<file path="src/rtl/uart_tx_arbiter_pkg.sv">
// Shared UART constants, state encodings and sizing helper for the transmit arbiter.
package uart_tx_arbiter_pkg;

  localparam int unsigned CLKS_PER_BIT_50M_115200 = 434;
  localparam int unsigned UART_DATA_W             = 8;
  localparam int unsigned UART_BIT_CNT_W          = 3;

  typedef enum logic [1:0] {
    SerIdle,
    SerStart,
    SerData,
    SerStop
  } ser_state_e;

  typedef enum logic [1:0] {
    ArbIdle,
    ArbSend,
    ArbHold
  } arb_state_e;

  // Counter width able to hold 0..n-1, never narrower than one bit.
  function automatic int unsigned cnt_width(input int unsigned n);
    return (n > 1) ? $clog2(n) : 1;
  endfunction

endpackage

</file>
<file path="src/rtl/uart_tx_arbiter_serializer.sv">
// 8N1 serializer: start bit, eight data bits LSB first, stop bit, each CLKS_PER_BIT cycles.
// A load on the final stop cycle chains the next frame with no idle bits.
module uart_tx_arbiter_serializer
  import uart_tx_arbiter_pkg::*;
#(
  parameter int unsigned CLKS_PER_BIT = CLKS_PER_BIT_50M_115200
) (
  input  logic                   i_clk,
  input  logic                   i_rst_n,
  input  logic                   i_load,
  input  logic [UART_DATA_W-1:0] i_data,
  output logic                   o_tx,
  output logic                   o_frame_done
);

  localparam int unsigned      BaudW    = cnt_width(CLKS_PER_BIT);
  localparam logic [BaudW-1:0] BaudLast = BaudW'(CLKS_PER_BIT - 1);

  ser_state_e                r_state;
  logic [BaudW-1:0]          r_baud;
  logic [UART_BIT_CNT_W-1:0] r_bit;
  logic [UART_DATA_W-1:0]    r_shift;
  logic                      r_tx;
  logic                      w_bit_end;

  assign w_bit_end    = (r_baud == BaudLast);
  assign o_frame_done = (r_state == SerStop) && w_bit_end;
  assign o_tx         = r_tx;

  always_ff @(posedge i_clk or negedge i_rst_n) begin
    if (!i_rst_n) begin
      r_state <= SerIdle;
      r_baud  <= '0;
      r_bit   <= '0;
      r_shift <= '0;
      r_tx    <= 1'b1;
    end else if (i_load) begin
      r_state <= SerStart;
      r_baud  <= '0;
      r_bit   <= '0;
      r_shift <= i_data;
      r_tx    <= 1'b0;
    end else begin
      case (r_state)
        SerIdle: begin
          r_tx   <= 1'b1;
          r_baud <= '0;
        end
        SerStart: begin
          if (w_bit_end) begin
            r_baud  <= '0;
            r_tx    <= r_shift[0];
            r_state <= SerData;
          end else begin
            r_baud <= r_baud + BaudW'(1);
          end
        end
        SerData: begin
          if (w_bit_end) begin
            r_baud <= '0;
            if (r_bit == '1) begin
              r_tx    <= 1'b1;
              r_state <= SerStop;
            end else begin
              r_bit   <= r_bit + UART_BIT_CNT_W'(1);
              r_shift <= {1'b0, r_shift[UART_DATA_W-1:1]};
              r_tx    <= r_shift[1];
            end
          end else begin
            r_baud <= r_baud + BaudW'(1);
          end
        end
        SerStop: begin
          if (w_bit_end) begin
            r_baud  <= '0;
            r_state <= SerIdle;
          end else begin
            r_baud <= r_baud + BaudW'(1);
          end
        end
        default: r_state <= SerIdle;
      endcase
    end
  end

endmodule

</file>
<file path="src/rtl/uart_tx_arbiter.sv">
// Shares one UART transmit line between NUM_REQ requesters: round-robin grant held for a
// whole message, with an optional timeout that breaks a lock whose owner stalls mid-message.
module uart_tx_arbiter
  import uart_tx_arbiter_pkg::*;
#(
  parameter int unsigned NUM_REQ      = 4,
  parameter int unsigned CLKS_PER_BIT = CLKS_PER_BIT_50M_115200,
  parameter int unsigned HOLD_TIMEOUT = 65535
) (
  input  logic                   CLOCK_50,
  input  logic                   reset,
  input  logic [NUM_REQ-1:0]     req_valid,
  input  logic [8*NUM_REQ-1:0]   req_data,
  input  logic [NUM_REQ-1:0]     req_last,
  output logic [NUM_REQ-1:0]     req_ready,
  output logic [NUM_REQ-1:0]     grant,
  output logic                   busy,
  output logic                   lock_timeout,
  output logic                   UART_TX
);

  localparam int unsigned      PtrW     = cnt_width(NUM_REQ);
  localparam int unsigned      HoldW    = cnt_width(HOLD_TIMEOUT + 1);
  localparam logic [HoldW-1:0] HoldLast = HoldW'(HOLD_TIMEOUT - 1);

  arb_state_e             r_state;
  logic [PtrW-1:0]        r_ptr;
  logic [PtrW-1:0]        r_owner;
  logic [NUM_REQ-1:0]     r_grant;
  logic                   r_last;
  logic [HoldW-1:0]       r_hold_cnt;

  logic [PtrW-1:0]        w_winner;
  logic [PtrW-1:0]        w_sel;
  logic [PtrW-1:0]        w_next_ptr;
  logic [NUM_REQ-1:0]     w_sel_onehot;
  logic [UART_DATA_W-1:0] w_sel_data;
  logic                   w_sel_last;
  logic                   w_found;
  logic                   w_accept;
  logic                   w_timeout;
  logic                   w_owner_valid;
  logic                   w_frame_done;

  assign w_owner_valid = req_valid[r_owner];
  assign w_next_ptr    = (r_owner == PtrW'(NUM_REQ - 1)) ? '0 : r_owner + PtrW'(1);

  // First valid requester at or above the pointer, wrapping around.
  always_comb begin
    int unsigned idx;
    idx      = 0;
    w_winner = r_ptr;
    w_found  = 1'b0;
    for (int unsigned k = 0; k < NUM_REQ; k++) begin
      idx = (32'(r_ptr) + k) % NUM_REQ;
      if (!w_found && req_valid[PtrW'(idx)]) begin
        w_found  = 1'b1;
        w_winner = PtrW'(idx);
      end
    end
  end

  always_comb begin
    w_accept  = 1'b0;
    w_timeout = 1'b0;
    w_sel     = r_owner;
    case (r_state)
      ArbIdle: begin
        w_accept = w_found;
        w_sel    = w_winner;
      end
      ArbSend: w_accept = w_frame_done && !r_last && w_owner_valid;
      ArbHold: begin
        w_accept  = w_owner_valid;
        w_timeout = !w_owner_valid && (HOLD_TIMEOUT != 0) && (r_hold_cnt == HoldLast);
      end
      default: ;
    endcase
  end

  always_comb begin
    w_sel_onehot = '0;
    w_sel_data   = '0;
    w_sel_last   = 1'b0;
    for (int unsigned i = 0; i < NUM_REQ; i++) begin
      if (w_sel == PtrW'(i)) begin
        w_sel_onehot[i] = 1'b1;
        w_sel_data      = req_data[8*i +: 8];
        w_sel_last      = req_last[i];
      end
    end
  end

  always_ff @(posedge CLOCK_50 or negedge reset) begin
    if (!reset) begin
      r_state    <= ArbIdle;
      r_ptr      <= '0;
      r_owner    <= '0;
      r_grant    <= '0;
      r_last     <= 1'b0;
      r_hold_cnt <= '0;
    end else if (w_accept) begin
      r_state <= ArbSend;
      r_owner <= w_sel;
      r_grant <= w_sel_onehot;
      r_last  <= w_sel_last;
    end else begin
      case (r_state)
        ArbSend: begin
          if (w_frame_done) begin
            if (r_last) begin
              r_state <= ArbIdle;
              r_grant <= '0;
              r_ptr   <= w_next_ptr;
            end else begin
              r_state    <= ArbHold;
              r_hold_cnt <= '0;
            end
          end
        end
        ArbHold: begin
          if (w_timeout) begin
            r_state <= ArbIdle;
            r_grant <= '0;
            r_ptr   <= w_next_ptr;
          end else begin
            r_hold_cnt <= r_hold_cnt + HoldW'(1);
          end
        end
        default: ;
      endcase
    end
  end

  assign req_ready    = w_accept ? w_sel_onehot : '0;
  assign grant        = r_grant;
  assign busy         = (r_state != ArbIdle);
  assign lock_timeout = w_timeout;

  uart_tx_arbiter_serializer #(
    .CLKS_PER_BIT (CLKS_PER_BIT)
  ) u_serializer (
    .i_clk        (CLOCK_50),
    .i_rst_n      (reset),
    .i_load       (w_accept),
    .i_data       (w_sel_data),
    .o_tx         (UART_TX),
    .o_frame_done (w_frame_done)
  );

endmodule

</file>
<file path="config.mk">
export PLATFORM = sky130hd
export DESIGN_NAME = uart_tx_arbiter
export DESIGN_NICKNAME = d
export VERILOG_FILES = /design/src/rtl/uart_tx_arbiter_pkg.sv /design/src/rtl/uart_tx_arbiter_serializer.sv /design/src/rtl/uart_tx_arbiter.sv
export SDC_FILE = /design/constraint.sdc
export NUM_CORES = 1
export LEC_CHECK = 0
export BUFFER_PORTS_ARGS = -buffer_cell sky130_fd_sc_hd__buf_2
export CAP_MARGIN = 30
export CORE_UTILIZATION = 57
export DETAILED_ROUTE_END_ITERATION = 12
export PLACE_DENSITY = 0.81
export SYNTH_ARGS = -nofsm -noshare
export SYNTH_HDL_FRONTEND = slang
export SYNTH_SLANG_ARGS = --single-unit
</file>
<file path="constraint.sdc">
create_clock -name CLOCK_50 -period 3.2 [get_ports CLOCK_50]
set_input_delay 0.32 -clock CLOCK_50 [delete_from_list [all_inputs] [get_ports CLOCK_50]]
set_output_delay 0.32 -clock CLOCK_50 [all_outputs]
set_load 0.005 [all_outputs]
</file>
# Word level (Yosys, flattened, before mapping)
# Index checks and enable logic that the tools add are counted.
[totals] regBits=50 in_bits=42 out_inout_bits=11 wordCells=153
[op_classes] addsub=7 order_cmp=5 eq_ne=25 muxes=74 bitwise=1 reduce_logical=30
[ops] cell="two-way mux 8 bit" count=8
[ops] cell="two-way mux 16 bit" count=3
[ops] cell="two-way mux 2 bit" count=17
[ops] cell="case mux 16 bit (2 select lines)" count=1
[ops] cell="two-way mux 1 bit" count=22
[ops] cell="two-way mux 4 bit" count=5
[ops] cell="two-way mux 9 bit" count=2
[ops] cell="case mux 9 bit (2 select lines)" count=1
[ops] cell="adder 16 x 1 -> 16 bit, second input constant" count=1
[ops] cell="equality test 16 bit, second input constant" count=1
[ops] cell="less-than comparator 2 x 3 -> 1 bit, second input constant" count=5
[ops] cell="AND reduction 5 bit" count=3
[ops] cell="equality test 2 bit, second input constant" count=6
[ops] cell="two-way mux 3 bit" count=4
[ops] cell="inequality test 2 bit, second input constant" count=6
[ops] cell="inequality test 3 x 2 -> 1 bit, second input constant" count=4
[ops] cell="binary-select mux 1 bit (select 2 bit)" count=5
[ops] cell="adder 9 x 1 -> 9 bit, second input constant" count=1
[ops] cell="equality test 9 bit, second input constant" count=1
[ops] cell="inequality test 3 bit, second input constant" count=3
[ops] cell="AND reduction 3 bit" count=3
[ops] cell="case mux 2 bit (2 select lines)" count=2
[ops] cell="case mux 4 bit (2 select lines)" count=1
[ops] cell="nonzero test 2 bit" count=4
[ops] cell="15 further kinds" count=33

# Logic depth before layout (Yosys ltp)
# Gate-level depths: netlist of the first run.
[logic_depth] word_depth=19 mapped_depth=10 mapped_depth_nobuf=8

# By module
# A second synthesis of the first run with hierarchy kept.
[unflattened] hier_cells=341 area_unflattened_um2=3290.7
[modules_own_cells] module="uart_tx_arbiter" instances=1 cells_each=231 area_per_inst_um2=2037.0 seq_area_each_um2=675.6
[modules_own_cells] module="uart_tx_arbiter_serializer" instances=1 cells_each=110 area_per_inst_um2=1253.7 seq_area_each_um2=576.8

# Worst setup path before layout of the first run
# OpenSTA, ideal clock, no wires.
[synth_path] path_kind="reg2reg" startpoint="register r_ptr[1]" endpoint="register u_serializer.r_shift[7]" setup_ns=0.126 arrival_time_ns=2.313 required_time_ns=3.074 setup_slack_ns=0.761 stages_incl_launch_ff=7 n_path_buf=0 period_less_slack_ns=2.439 cell_sequence="dfrtp_1 -> or3b_1 -> a311o_1 -> o211ai_1 -> a21boi_1 -> mux2_2 -> a221o_1"
[synth_via] elab_chain_len=19 word_cells_on_any_way=39
[synth_rtl] item="start: declaration" line_no="uart_tx_arbiter.sv:27" source="logic [PtrW-1:0] r_ptr;"
[synth_rtl] item="start signal: assignment" line_no="uart_tx_arbiter.sv:114" source="r_ptr <= w_next_ptr;"
[synth_rtl] item="start signal: assignment" line_no="uart_tx_arbiter.sv:125" source="r_ptr <= w_next_ptr;"
[synth_rtl] item="branches (longest 19 deep; another with adder 2 x 1 -> 2 bit)"
[synth_rtl] item="end signal: assignment" line_no="uart_tx_arbiter_serializer.sv:41" source="r_shift <= i_data;"
[synth_rtl] item="end signal: assignment" line_no="uart_tx_arbiter_serializer.sv:66" source="r_shift <= {1'b0, r_shift[UART_DATA_W-1:1]};"
[synth_rtl] item="end: declaration" line_no="uart_tx_arbiter_serializer.sv:22" source="logic [UART_DATA_W-1:0] r_shift;"
# Several ways; the timed one is not identified. The select of a mux whose other input is x is not followed.
# A chain may end at the register's enable or synchronous reset.

# Worst setup path after layout of the first run
[layout_path] startpoint="register u_serializer.r_baud[2]" endpoint="output port req_ready[3]"
[layout_via] elab_chain_len=6
[layout_rtl] item="start: declaration" line_no="uart_tx_arbiter_serializer.sv:20" source="logic [BaudW-1:0] r_baud;"
[layout_rtl] item="start signal: assignment" line_no="uart_tx_arbiter_serializer.sv:55" source="r_baud <= r_baud + BaudW'(1);"
[layout_rtl] item="start signal: assignment" line_no="uart_tx_arbiter_serializer.sv:70" source="r_baud <= r_baud + BaudW'(1);"
[layout_rtl] item="start signal: assignment" line_no="uart_tx_arbiter_serializer.sv:78" source="r_baud <= r_baud + BaudW'(1);"
[layout_rtl] item="equality test 9 bit" line_no="uart_tx_arbiter_serializer.sv:26" source="assign w_bit_end = (r_baud == BaudLast);"
[layout_rtl] item="logical AND 1 bit" line_no="uart_tx_arbiter_serializer.sv:27" source="assign o_frame_done = (r_state == SerStop) && w_bit_end;"
[layout_rtl] item="logical AND 1 bit (2 in series)" line_no="uart_tx_arbiter.sv:72" source="ArbSend: w_accept = w_frame_done && !r_last && w_owner_valid;"
[layout_rtl] item="case mux 1 bit (3 select lines)" line_no="uart_tx_arbiter.sv:67" source="case (r_state)"
[layout_rtl] item="two-way mux 4 bit" line_no="uart_tx_arbiter.sv:135" source="assign req_ready = w_accept ? w_sel_onehot : '0;"
[layout_rtl] item="end: declaration" line_no="uart_tx_arbiter.sv:15" source="output logic [NUM_REQ-1:0] req_ready,"
# Every way passes these cells.

==> summary.txt, run 1 <==
Yosys
  – EDFF count, synth: 0
  – Most instantiated cells after synthesis: 49 x sky130_fd_sc_hd__dfrtp_1, 32 x sky130_fd_sc_hd__nor2_1, 23 x sky130_fd_sc_hd__mux2i_1, 21 x sky130_fd_sc_hd__nand2_1, 16 x sky130_fd_sc_hd__ha_1
  – Top cell type by total area after synthesis: sky130_fd_sc_hd__dfrtp_1
  – Yosys warns: 0
  – Top-count cell post-synth: sky130_fd_sc_hd__dfrtp_1
  – Average cell area after synthesis: 9.51 µm²
  – Cell area after synthesis: approximately 3200 µm²
  – Number of instances in the synthesized netlist: roughly 330
  – Ranking of synthesized cells by area: sky130_fd_sc_hd__dfrtp_1 39%, sky130_fd_sc_hd__mux2i_1 7.3%, sky130_fd_sc_hd__ha_1 6.3%
  – Synthesis-stage register bit count: 50
  – Synthesized Nets: slightly below 400
  – Register area share after synthesis: approximately 40%
  – Leading register cell type out of synthesis: sky130_fd_sc_hd__dfrtp_1
  – Async SR Flop Fraction: 100%
  – Area fraction of the dominant cell type after synthesis: 38.7%
  – Number of unique standard cell types used by synthesis: 59

Detailed routing
  – Top sig layer: met4
  – Drt pass-1 iters: 5
  – Iteration-0 DRC Markers: between 200 and 250
  – Post-Route WL: roughly 7300 µm
  – Detailed route wirelength on metal3: roughly 240 µm
  – Post-detailed-route count of antenna-violating nets: 0
  – Vias per cell: 6.14
  – Via count: 2808
  – Number of design rule violations left after detail routing: 0
  – DR WL/cell: ~16 µm
  – Routed met1 length: ~3500 µm
  – Routed wire length on met2: ~3500 µm

Status
  – Status: completed

Clocking
  – Maximum clock path buffer count: 2
  – Number of sinks driven by the clock tree: 50
  – Clock tree from TritonCTS: yes
  – Worst skew pair latency: 0.31 ns
  – Buffer count from post-CTS setup fixing: 0
  – TritonCTS buffer count: 5
  – Clock slew seen by the registers of the worst setup and hold paths: 0.10 ns
  – CTS H-Tree Depth: 2
  – Hold Buf Count CTS: 0
  – Root Buffer: sky130_fd_sc_hd__clkbuf_8

Global routing
  – Maximum number of pins on one net before global-route repair: 40
  – GRT Util Overall: a little over a quarter
  – Vias in the first global route: 2728
  – Wire length of the first global-routing pass: between 10000 and 15000 µm
  – Overflow after GRT: 0
  – Initial antenna violation count: 0

STA
  – Final period utilization: between 90 and 100%
  – Setup Total Neg Slack: 0 ns
  – Unrepaired setup endpoints after global routing: no
  – Worst Max-Slew Pin Slew: ~0.86 ns
  – Setup Skew: 0.0141 ns
  – Max-slew headroom: between 40 and 50%
  – Setup-violating endpoint count in the final report: 0
  – Fin. Hold Viols: 0
  – Slack of the critical path: 0.243 ns
  – Slew Viols, Final: 0
  – Fmax achieved: between 300 and 400 MHz
  – Final critical path time including I/O delays and setup: roughly 3.0 ns

Power and ir drop
  – Areal power density over the cells: between 700 and 800 nW/µm²
  – Total power: around 2.7 mW
  – Peak ir drop on the vdd network: between 0.0003 and 0.0004 V
  – Cell leakage power: around 1.7 nW

Floorplanning
  – Die span in y: 76.5 µm
  – Area inside the core boundary: between 5000 and 6000 µm²
  – Count of pins on the block boundary: 53
  – Die span in x: around 77 µm
  – Area of the die: 5860 µm²
  – Starting utilization of the core area: around three fifths
  – Row count: 26

Layout
  – Count of nets after finishing: between 400 and 500
  – Synth-to-layout area growth: 15.2%
  – Ratio of cells with drive above 1 in the final layout: about 22%
  – Number of antenna repair diodes: 0
  – Fill cell instance count of the final layout: 421

Setup path
  – Data required time at the worst endpoint: 2.88 ns
  – Slowest stage delay, CP: approximately 0.66 ns
  – Cell-by-cell trace of the critical path: or4b_1 > o41a_1 > o21a_2 > nor3_1 > buf_2
  – Max FO, Critical Path: 15
  – Critical setup path kind: reg2out
  – Crit path launch type: flop
  – Critical Path Sink Type: output port
  – Slowest CP cell: sky130_fd_sc_hd__or4b_1
  – Arrival time of data at the critical path endpoint: 2.64 ns

Flow run
  – Maximum Capacitance Violations: 0

Place
  – Buffers on Ports: 52
  – Setup slack at placement: between 0.3 and 0.4 ns
  – HPWL after detailed placement: approximately 5300 µm
  – Final weighted congestion in routability-driven placement: 0.855

Min path
  – Hold WC Path Type: in2async
-- routing by layer --
metal / global-route usage, % / vias up
li1: - / 1364
met5: 0 / -
met4: 7.69 / 0
met3: 3.83 / 8
met2: 43.2 / 70
met1: 36.9 / 1366
-- what timing repair did --
item	in CTS	in global routing
hold endpoints to repair	0	0
gates resized for setup	0	1
setup endpoints to repair	0	1
-- kinds of logic after synthesis --
logic type	synth area share, %
adder cells (fa/ha/maj)	6.32
AND/OR/NAND/NOR	19.6
buffers and inverters	3.56
multiplexers	9.05
flip-flops	39.6
AO/OA/AOI/OAI	19.9
XOR/XNOR	1.94
-- final timing paths --
check,start,end,slack [ns],cells after the start
worst min register to register,u_serializer.o_tx,u_serializer.o_tx,0.48,2
worst min-delay path,reset,r_hold_cnt[4],0.10,1
worst max register to register,u_serializer.r_baud[2],u_serializer.r_shift[1],0.44,5
min in group CLOCK_50,req_last[0],r_last,0.38,3
worst max-delay path,u_serializer.r_baud[2],req_ready[3],0.24,5
max in group asynchronous,reset,u_serializer.r_bit[0],2.36,2
-- layout by cell type, fill, tap and decap left out, types with 2 or more instances in the layout --
cell,count
sky130_fd_sc_hd__o21ai_0,9
sky130_fd_sc_hd__nor2_1,32
sky130_fd_sc_hd__nand4_1,8
sky130_fd_sc_hd__mux2_2,3
sky130_fd_sc_hd__a31o_2,3
sky130_fd_sc_hd__xor2_1,3
sky130_fd_sc_hd__and2_1,7
sky130_fd_sc_hd__nand2b_1,8
sky130_fd_sc_hd__a31oi_1,7
sky130_fd_sc_hd__nand3_1,11
sky130_fd_sc_hd__clkinv_2,2
sky130_fd_sc_hd__o41ai_1,10
sky130_fd_sc_hd__o31ai_1,4
sky130_fd_sc_hd__or2_1,2
sky130_fd_sc_hd__dfrtp_1,49
sky130_fd_sc_hd__nor2b_1,3
sky130_fd_sc_hd__nor3_1,7
sky130_fd_sc_hd__o211a_1,2
sky130_fd_sc_hd__buf_2,52
sky130_fd_sc_hd__buf_4,9
sky130_fd_sc_hd__and3_1,7
sky130_fd_sc_hd__o2111ai_1,2
sky130_fd_sc_hd__mux2i_1,23
sky130_fd_sc_hd__a21boi_1,2
sky130_fd_sc_hd__a21oi_1,13
sky130_fd_sc_hd__xnor2_1,4
sky130_fd_sc_hd__nand2_1,21
sky130_fd_sc_hd__inv_1,11
sky130_fd_sc_hd__a22o_1,2
sky130_fd_sc_hd__clkbuf_8,5
sky130_fd_sc_hd__o221ai_1,3
sky130_fd_sc_hd__o211ai_1,4
sky130_fd_sc_hd__o21ai_2,2
sky130_fd_sc_hd__ha_1,16
sky130_fd_sc_hd__nor4_1,5
sky130_fd_sc_hd__or3_1,3
sky130_fd_sc_hd__a222oi_1,6
-- through the flow --
stage	util (%)	instance area, µm²	hold slack (ns)	std cells
after floorplan	-	3170	0.0244	333
after global placement	67.2	3520	0.457	448
after detailed placement	67.2	3520	0.466	448
after CTS	69.3	3630	0.142	456
after global routing	69.6	3650	0.189	457
final	69.6	3650	0.102	457
-- power breakdown --
part | internal (mW) | switching [mW]
registers | 0.783 | 0.136
logic | 0.567 | 0.772
clock network | 0.230 | 0.209
-- cell type report --
type / instances / area, µm² / share of cell area, %
flip-flops and latches: 50 / 1250 / 34.3
multi-input cells: 255 / 1810 / 49.6
clock inverters: 3 / 40.0 / 1.10
repair buffers: 62 / 343 / 9.40
well taps: 70 / 87.6 / 2.40
clock buffers: 5 / 68.8 / 1.89
inverters: 12 / 45.0 / 1.23
-- worst max-delay path: cells and delay by family (launching register included) --
family,cells,cell delay (ns)
AOI/OAI and AO/OA,2,0.80
buffers and inverters,1,0.16
and+or+nand+nor,2,0.94
DFF,1,0.42
-- flip-flops by register name, summed over array words and instances (netlist names), 3 cells and up --
signal                count
r_hold_cnt               16
grant                     4
u_serializer.r_shift      8
u_serializer.r_bit        3
u_serializer.r_baud       9
Note: power is estimated with default switching activity, not from simulation.
==> run 2: changes to the inputs <==
Settings changed: PLACE_DENSITY 0.81 to 0.8, SYNTH_HIERARCHICAL from default to 1.
==> summary.txt, run 2 <==
Status
  – Status: completed

Yosys
  – Async SR Flop Fraction: 100% (unchanged)
  – Number of unique standard cell types used by synthesis: 64 (+8.5%)
  – Synthesized Nets: 399 (+2.0%)
  – Ranking of synthesized cells by area: sky130_fd_sc_hd__dfrtp_1 37%, sky130_fd_sc_hd__mux2i_1 8.8%, sky130_fd_sc_hd__ha_1 6.1%
  – Top cell type by total area after synthesis: sky130_fd_sc_hd__dfrtp_1
  – Cell area after synthesis: 3290 µm² (+4.0%)
  – Synthesis-stage register bit count: 50 (unchanged)
  – Area fraction of the dominant cell type after synthesis: 37.3% (-1.5 points)
  – Number of instances in the synthesized netlist: 341 (+2.4%)
  – Yosys warns: 6 (+6)
  – Leading register cell type out of synthesis: sky130_fd_sc_hd__dfrtp_1
  – EDFF count, synth: 0 (unchanged)
  – Top-count cell post-synth: sky130_fd_sc_hd__dfrtp_1
  – Average cell area after synthesis: 9.65 µm² (+1.5%)
  – Most instantiated cells after synthesis: 49 x sky130_fd_sc_hd__dfrtp_1, 34 x sky130_fd_sc_hd__nor2_1, 29 x sky130_fd_sc_hd__mux2i_1, 22 x sky130_fd_sc_hd__nand2_1, 21 x sky130_fd_sc_hd__a21oi_1
  – Register area share after synthesis: 38.1% (-1.5 points)

Layout
  – Synth-to-layout area growth: 14.4%
  – Commonest non-fill, non-tap cell in the layout: sky130_fd_sc_hd__buf_2
  – Regs by FF count: r_hold_cnt (16), u_serializer/r_baud (9), u_serializer/r_shift (8)
  – Most frequent cells in the layout: 52 x sky130_fd_sc_hd__buf_2, 49 x sky130_fd_sc_hd__dfrtp_1, 34 x sky130_fd_sc_hd__nor2_1
  – Non-Filler Instances: 468 (+2.4%)
  – Flip-flop count of the largest register after layout: 16 (unchanged)
  – Number of antenna repair diodes: 0 (unchanged)
  – Count of nets after finishing: 453 (+2.0%)
  – Reg with most FFs: r_hold_cnt
  – Ratio of cells with drive above 1 in the final layout: 23.0% (+1.3 points)

Place
  – # placed instances: 460 (+2.7%)
  – Buffers on Ports: 52 (unchanged)
  – HPWL after detailed placement: 5320 µm (+0.70%)
  – Final weighted congestion in routability-driven placement: 0.905 (+5.8%)

Floorplanning
  – Die span in y: 78.0 µm (+1.9%)
  – Area of the die: 6080 µm² (+3.9%)
  – Count of pins on the block boundary: 53 (unchanged)
  – Die span in x: 78.0 µm (+1.9%)
  – Starting utilization of the core area: 59.4% (-1.0 points)
  – Row count: 27 (+3.8%)
  – Area inside the core boundary: 5540 µm² (+5.8%)

Detailed routing
  – Post-detailed-route count of antenna-violating nets: 0 (unchanged)
  – Top sig layer: met4
  – Drt pass-1 iters: 4 (-1)
  – Routed met1 length: 3100 µm (-10%)
  – Detailed route wirelength on metal3: 276 µm (+15%)
  – Number of design rule violations left after detail routing: 0 (unchanged)
  – Vias per cell: 6.09 (-0.82%)
  – Post-Route WL: 7130 µm (-2.1%)
  – Via count: 2852 (+1.6%)
  – DR WL/cell: 15.2 µm (-4.4%)
  – Routed wire length on met2: 3640 µm (+3.4%)
  – Iteration-0 DRC Markers: 202 (-15%)

Setup path
  – Buffers plus inverters on the worst setup path: 2 (+1)
  – Arrival time of data at the critical path endpoint: 2.70 ns (+0.06 ns)
  – Kind of cell with the highest combined delay on the critical path: simple AND/OR/NAND/NOR gates
  – Reg-to-reg startpoint: r_owner[0]
  – Logic depth of the worst setup path including buffers: 11 (+6)
  – Slowest CP cell: sky130_fd_sc_hd__dfrtp_1
  – Crit path launch type: flop
  – Critical setup path kind: reg2out
  – Critical Path Sink Type: output port
  – Slowest stage delay, CP: 0.40 ns (-0.26 ns)
  – Cell-by-cell trace of the critical path: inv_1 > ha_1 > nand4b_2 > nor2_1 > and2_1 > nand3b_1 > a31oi_2 > nand2_2 > or2_2 > nor3_1 > buf_2
  – Max FO, Critical Path: 8 (-7)
  – Cell depth of the worst flop-to-flop path: 5 (unchanged)
  – Data required time at the worst endpoint: 2.88 ns (about the same)
  – Launching instance or port of the critical path: u_serializer/r_baud[1]

Clocking
  – Number of sinks driven by the clock tree: 50 (unchanged)
  – Clock tree from TritonCTS: yes
  – CTS H-Tree Depth: 2 (unchanged)
  – Worst skew pair latency: 0.31 ns (about the same)
  – Clock slew seen by the registers of the worst setup and hold paths: 0.08 ns (-0.02 ns)
  – Hold Buf Count CTS: 0 (unchanged)
  – Maximum clock path buffer count: 2 (unchanged)
  – Buffer count from post-CTS setup fixing: 0 (unchanged)
  – Root Buffer: sky130_fd_sc_hd__clkbuf_8
  – # resized after CTS: 0 (unchanged)
  – TritonCTS buffer count: 5 (unchanged)

Global routing
  – Overflow after GRT: 0 (unchanged)
  – Initial antenna violation count: 0 (unchanged)
  – Vias in the first global route: 2703 (-0.92%)
  – Wire length of the first global-routing pass: 12500 µm (-1.2%)
  – Maximum number of pins on one net before global-route repair: 35 (-13%)
  – GRT Util Overall: 25.7% (-0.93 points)

Power and ir drop
  – Areal power density over the cells: 719 nW/µm² (-2.7%)
  – Peak ir drop on the vdd network: 0.000535 V (+37%)
  – Cell leakage power: 1.76 nW (+6.1%)
  – Total power: 2.71 mW (+0.39%)

STA
  – Slew Viols, Final: 0 (unchanged)
  – Fin. Hold Viols: 0 (unchanged)
  – Final period utilization: 94.4% (+2.0 points)
  – Setup-violating endpoint count in the final report: 0 (unchanged)
  – Final critical path time including I/O delays and setup: 3.02 ns (+0.0639 ns)
  – Fmax achieved: 331 MHz (-2.1%)
  – Max-slew headroom: 49.5% (+7.0 points)
  – Worst Max-Slew Pin Slew: 0.750 ns (-0.111 ns)
  – Setup Skew: 0.0118 ns (-0.00228 ns)

Flow run
  – Maximum Capacitance Violations: 0 (unchanged)

Min path
  – Hold WC Path Type: in2async
==> run 2: report_power, final <==
part | total, mW | leakage [nW] | internal [mW] | switching, mW
clock | 0.463 | 0.0585 | 0.255 | 0.208
sequential | 0.897 | 0.655 | 0.778 | 0.119
combinational | 1.35 | 1.05 | 0.630 | 0.718
==> run 2: logic make-up (layout without fill, tap and decap cells) <==
kind of cell             after synthesis  in the layout  synth area share, %
AO/OA/AOI/OAI                         74             74                 15.0
XOR/XNOR                               8              8                 2.13
adder cells (fa/ha/maj)               16             16                 6.08
buffers and inverters                 23             78                 2.89
flip-flops                            50             50                 38.1
multiplexers                          47             47                 15.7
AND/OR/NAND/NOR                      123            123                 20.2
==> run 2: through the flow <==
step	instance area, µm²	TNS, ns	util (%)	hold WS [ns]	setup slack, ns
6_report	3760	0	68.0	0.0800	0.179
5_1_grt	3760	-0.0136	68.0	0.142	-0.0136
4_1_cts	3760	0	67.8	0.107	0.0297
3_5_place_dp	3640	0	65.7	0.439	0.349
3_3_place_gp	3630	0	65.6	0.434	0.486
2_1_floorplan	3290	0	-	0.0244	0.397
==> run 2: worst register-to-register path: stages (launching register included) <==
cell,delay [ns]
sky130_fd_sc_hd__dfrtp_1,0.43
sky130_fd_sc_hd__mux4_2,0.55
sky130_fd_sc_hd__or3_1,0.50
sky130_fd_sc_hd__o31a_1,0.32
sky130_fd_sc_hd__or4_4,0.54
sky130_fd_sc_hd__mux2_4,0.31
==> run 2: metal layers <==
metal	vias up	track usage, %
li1	1375	-
met1	1391	31.1
met2	74	44.7
met3	12	5.41
met4	0	9.44
met5	-	0
==> run 2: cell type report <==
cell class | instances | area, µm²
clock buffer | 7 | 86.3
clock inverter | 1 | 30.0
fill | 443 | 1780
inverter | 11 | 41.3
multi-input combinational | 268 | 1950
sequential | 50 | 1250
tap | 72 | 90.1
timing repair buffer | 59 | 313
==> run 2: worst paths after layout <==
| path | end | slack [ns] |
|---|---|---|
| setup reg to reg | r_ptr[1] | 0.43 |
| hold reg to reg | grant[1] | 0.50 |
| hold / removal | grant[2] | 0.08 |
| min in group CLOCK_50 | r_last | 0.37 |
| setup / recovery | req_ready[0] | 0.18 |
| max in group asynchronous | u_serializer/o_tx | 2.33 |
==> run 3: changes to the inputs <==
Settings changed: MAX_ROUTING_LAYER from default to met4.
==> summary.txt, run 3 (synthesis results as in run 2) <==
Layout
  – Non-Filler Instances: 468 (unchanged)
  – Regs by FF count: r_hold_cnt (16), u_serializer/r_baud (9), u_serializer/r_shift (8)
  – Flip-flop count of the largest register after layout: 16 (unchanged)
  – Synth-to-layout area growth: 14.4% (unchanged)
  – Area taken by multi-input logic gates: 1950 µm² (unchanged)
  – Commonest non-fill, non-tap cell in the layout: sky130_fd_sc_hd__buf_2
  – Reg with most FFs: r_hold_cnt
  – Most frequent cells in the layout: 52 x sky130_fd_sc_hd__buf_2, 49 x sky130_fd_sc_hd__dfrtp_1, 34 x sky130_fd_sc_hd__nor2_1
  – Fill cell instance count of the final layout: 443 (unchanged)
  – Sequential cell area: 1250 µm² (unchanged)
  – Number of antenna repair diodes: 0 (unchanged)
  – Ratio of cells with drive above 1 in the final layout: 23.0% (unchanged)
  – Count of nets after finishing: 453 (unchanged)

Clocking
  – Clock tree from TritonCTS: yes
  – Number of sinks driven by the clock tree: 50 (unchanged)
  – Worst skew pair latency: 0.31 ns (about the same)
  – Clock slew seen by the registers of the worst setup and hold paths: 0.08 ns (about the same)
  – CTS H-Tree Depth: 2 (unchanged)
  – Root Buffer: sky130_fd_sc_hd__clkbuf_8
  – TritonCTS buffer count: 5 (unchanged)
  – Buffer count from post-CTS setup fixing: 0 (unchanged)
  – Maximum clock path buffer count: 2 (unchanged)

Floorplanning
  – Row count: 27 (unchanged)
  – Count of pins on the block boundary: 53 (unchanged)
  – Starting utilization of the core area: 59.4% (unchanged)
  – Die span in y: 78.0 µm (unchanged)
  – Area inside the core boundary: 5540 µm² (unchanged)
  – Area of the die: 6080 µm² (unchanged)
  – Die span in x: 78.0 µm (unchanged)

Global routing
  – Maximum number of pins on one net before global-route repair: 35 (unchanged)
  – Wire length of the first global-routing pass: 12400 µm (-0.50%)
  – Overflow after GRT: 0 (unchanged)
  – GRT Util Overall: 26.3% (+0.63 points)
  – Met1 track demand over resource in global routing: 30.8% (-0.30 points)
  – M2 GR Usage: 44.4% (-0.27 points)
  – Vias in the first global route: 2714 (+0.41%)
  – Routing usage on met3: 5.29% (-0.12 points)
  – Initial antenna violation count: 0 (unchanged)
  – Global routing's busiest layer: met2

STA
  – Max-slew headroom: 49.5% (-0.070 points)
  – Fin. Hold Viols: 0 (unchanged)
  – Slack of the critical path: 0.182 ns (+0.00304 ns)
  – Setup-violating endpoint count in the final report: 0 (unchanged)
  – Setup Skew: 0.0114 ns (-0.000379 ns)
  – WHS: 0.0785 ns (-0.00150 ns)
  – Fmax achieved: 331 MHz (+0.10%)
  – Worst Max-Slew Pin Slew: 0.751 ns (+0.00104 ns)
  – Final period utilization: 94.3% (-0.095 points)
  – Final critical path time including I/O delays and setup: 3.02 ns (-0.00304 ns)
  – Slew Viols, Final: 0 (unchanged)

Power and ir drop
  – Cell leakage power: 1.76 nW (unchanged)
  – Peak ir drop on the vdd network: 0.000535 V (about the same)
  – Areal power density over the cells: 718 nW/µm² (-0.12%)

Detailed routing
  – DR WL/cell: 15.2 µm (-0.25%)
  – Iteration-0 DRC Markers: 225 (+11%)
  – Vias per cell: 6.06 (-0.60%)
  – Post-Route WL: 7110 µm (-0.25%)
  – Post-detailed-route count of antenna-violating nets: 0 (unchanged)
  – Drt pass-1 iters: 5 (+1)
  – Via count: 2835 (-0.60%)
  – Number of design rule violations left after detail routing: 0 (unchanged)

Setup path
  – Crit path launch type: flop
  – Max FO, Critical Path: 8 (unchanged)
  – Critical Path Sink Type: output port
  – Data required time at the worst endpoint: 2.88 ns (about the same)
  – Arrival time of data at the critical path endpoint: 2.70 ns (about the same)
  – Critical setup path kind: reg2out

Place
  – HPWL after detailed placement: 5320 µm (unchanged)
  – Setup slack at placement: 0.349 ns (unchanged)
  – # placed instances: 460 (unchanged)
  – Final weighted congestion in routability-driven placement: 0.920 (+1.7%)
  – Buffers on Ports: 52 (unchanged)

Min path
  – Hold WC Path Type: in2async

Status
  – Status: completed

Flow run
  – Maximum Capacitance Violations: 0 (unchanged)
-- run 3: cell counts in the layout (fill, tap and decap cells not counted) --
No cell type changed its count.
-- run 3: final timing paths --
kind / startpoint / endpoint / slack [ns] / cells after the start
max reg2reg: r_owner[0] / r_ptr[1] / 0.44 / 5
max: u_serializer/r_baud[1] / req_ready[0] / 0.18 / 11
max in group asynchronous: reset / u_serializer/o_tx / 2.34 / 2
min in group CLOCK_50: req_last[2] / r_last / 0.37 / 3
min: reset / grant[2] / 0.08 / 1
min reg2reg: grant[1] / grant[1] / 0.50 / 1
-- run 3: worst max-delay path, cell delays in order, from the launching register on --
cell,delay (ns)
sky130_fd_sc_hd__dfrtp_1,0.40
sky130_fd_sc_hd__inv_1,0.06
sky130_fd_sc_hd__ha_1,0.15
sky130_fd_sc_hd__nand4b_2,0.18
sky130_fd_sc_hd__nor2_1,0.20
sky130_fd_sc_hd__and2_1,0.21
sky130_fd_sc_hd__nand3b_1,0.13
sky130_fd_sc_hd__a31oi_2,0.29
sky130_fd_sc_hd__nand2_2,0.15
sky130_fd_sc_hd__or2_2,0.36
sky130_fd_sc_hd__nor3_1,0.13
sky130_fd_sc_hd__buf_2,0.13
-- run 3: final cells by class --
type / instances / area share [%]
repair buffers: 59 / 8.31
clock inverters: 1 / 0.798
flip-flops and latches: 50 / 33.3
inverters: 11 / 1.10
clock buffers: 7 / 2.29
well taps: 72 / 2.39
multi-input cells: 268 / 51.8
-- run 3: where the power goes --
group,total [mW],internal (mW),switching (mW)
Clock,0.463,0.255,0.208
Sequential,0.896,0.778,0.118
Combinational,1.35,0.629,0.716
-- run 3: layer usage --
metal  up-vias  wire [µm]
li1       1375          -
met1      1379       3110
met2        69       3650
met3        12        243
met4         0        107
met5         -          0
-- run 3: repair_timing --
action | CTS | global route
hold buffers | 0 | 0
hold endpoints to repair | 0 | 0
setup endpoints to repair | 0 | 4
resized for setup | 0 | 3
-- run 3: per-stage QoR --
step	instance area, µm²	total power, mW	util (%)	setup TNS, ns
2_1_floorplan	3290	1.90	-	0
3_3_place_gp	3630	2.18	65.6	0
3_5_place_dp	3640	2.24	65.7	0
4_1_cts	3760	2.71	67.8	0
5_1_grt	3760	2.90	68.0	-0.0136
6_report	3760	2.70	68.0	0
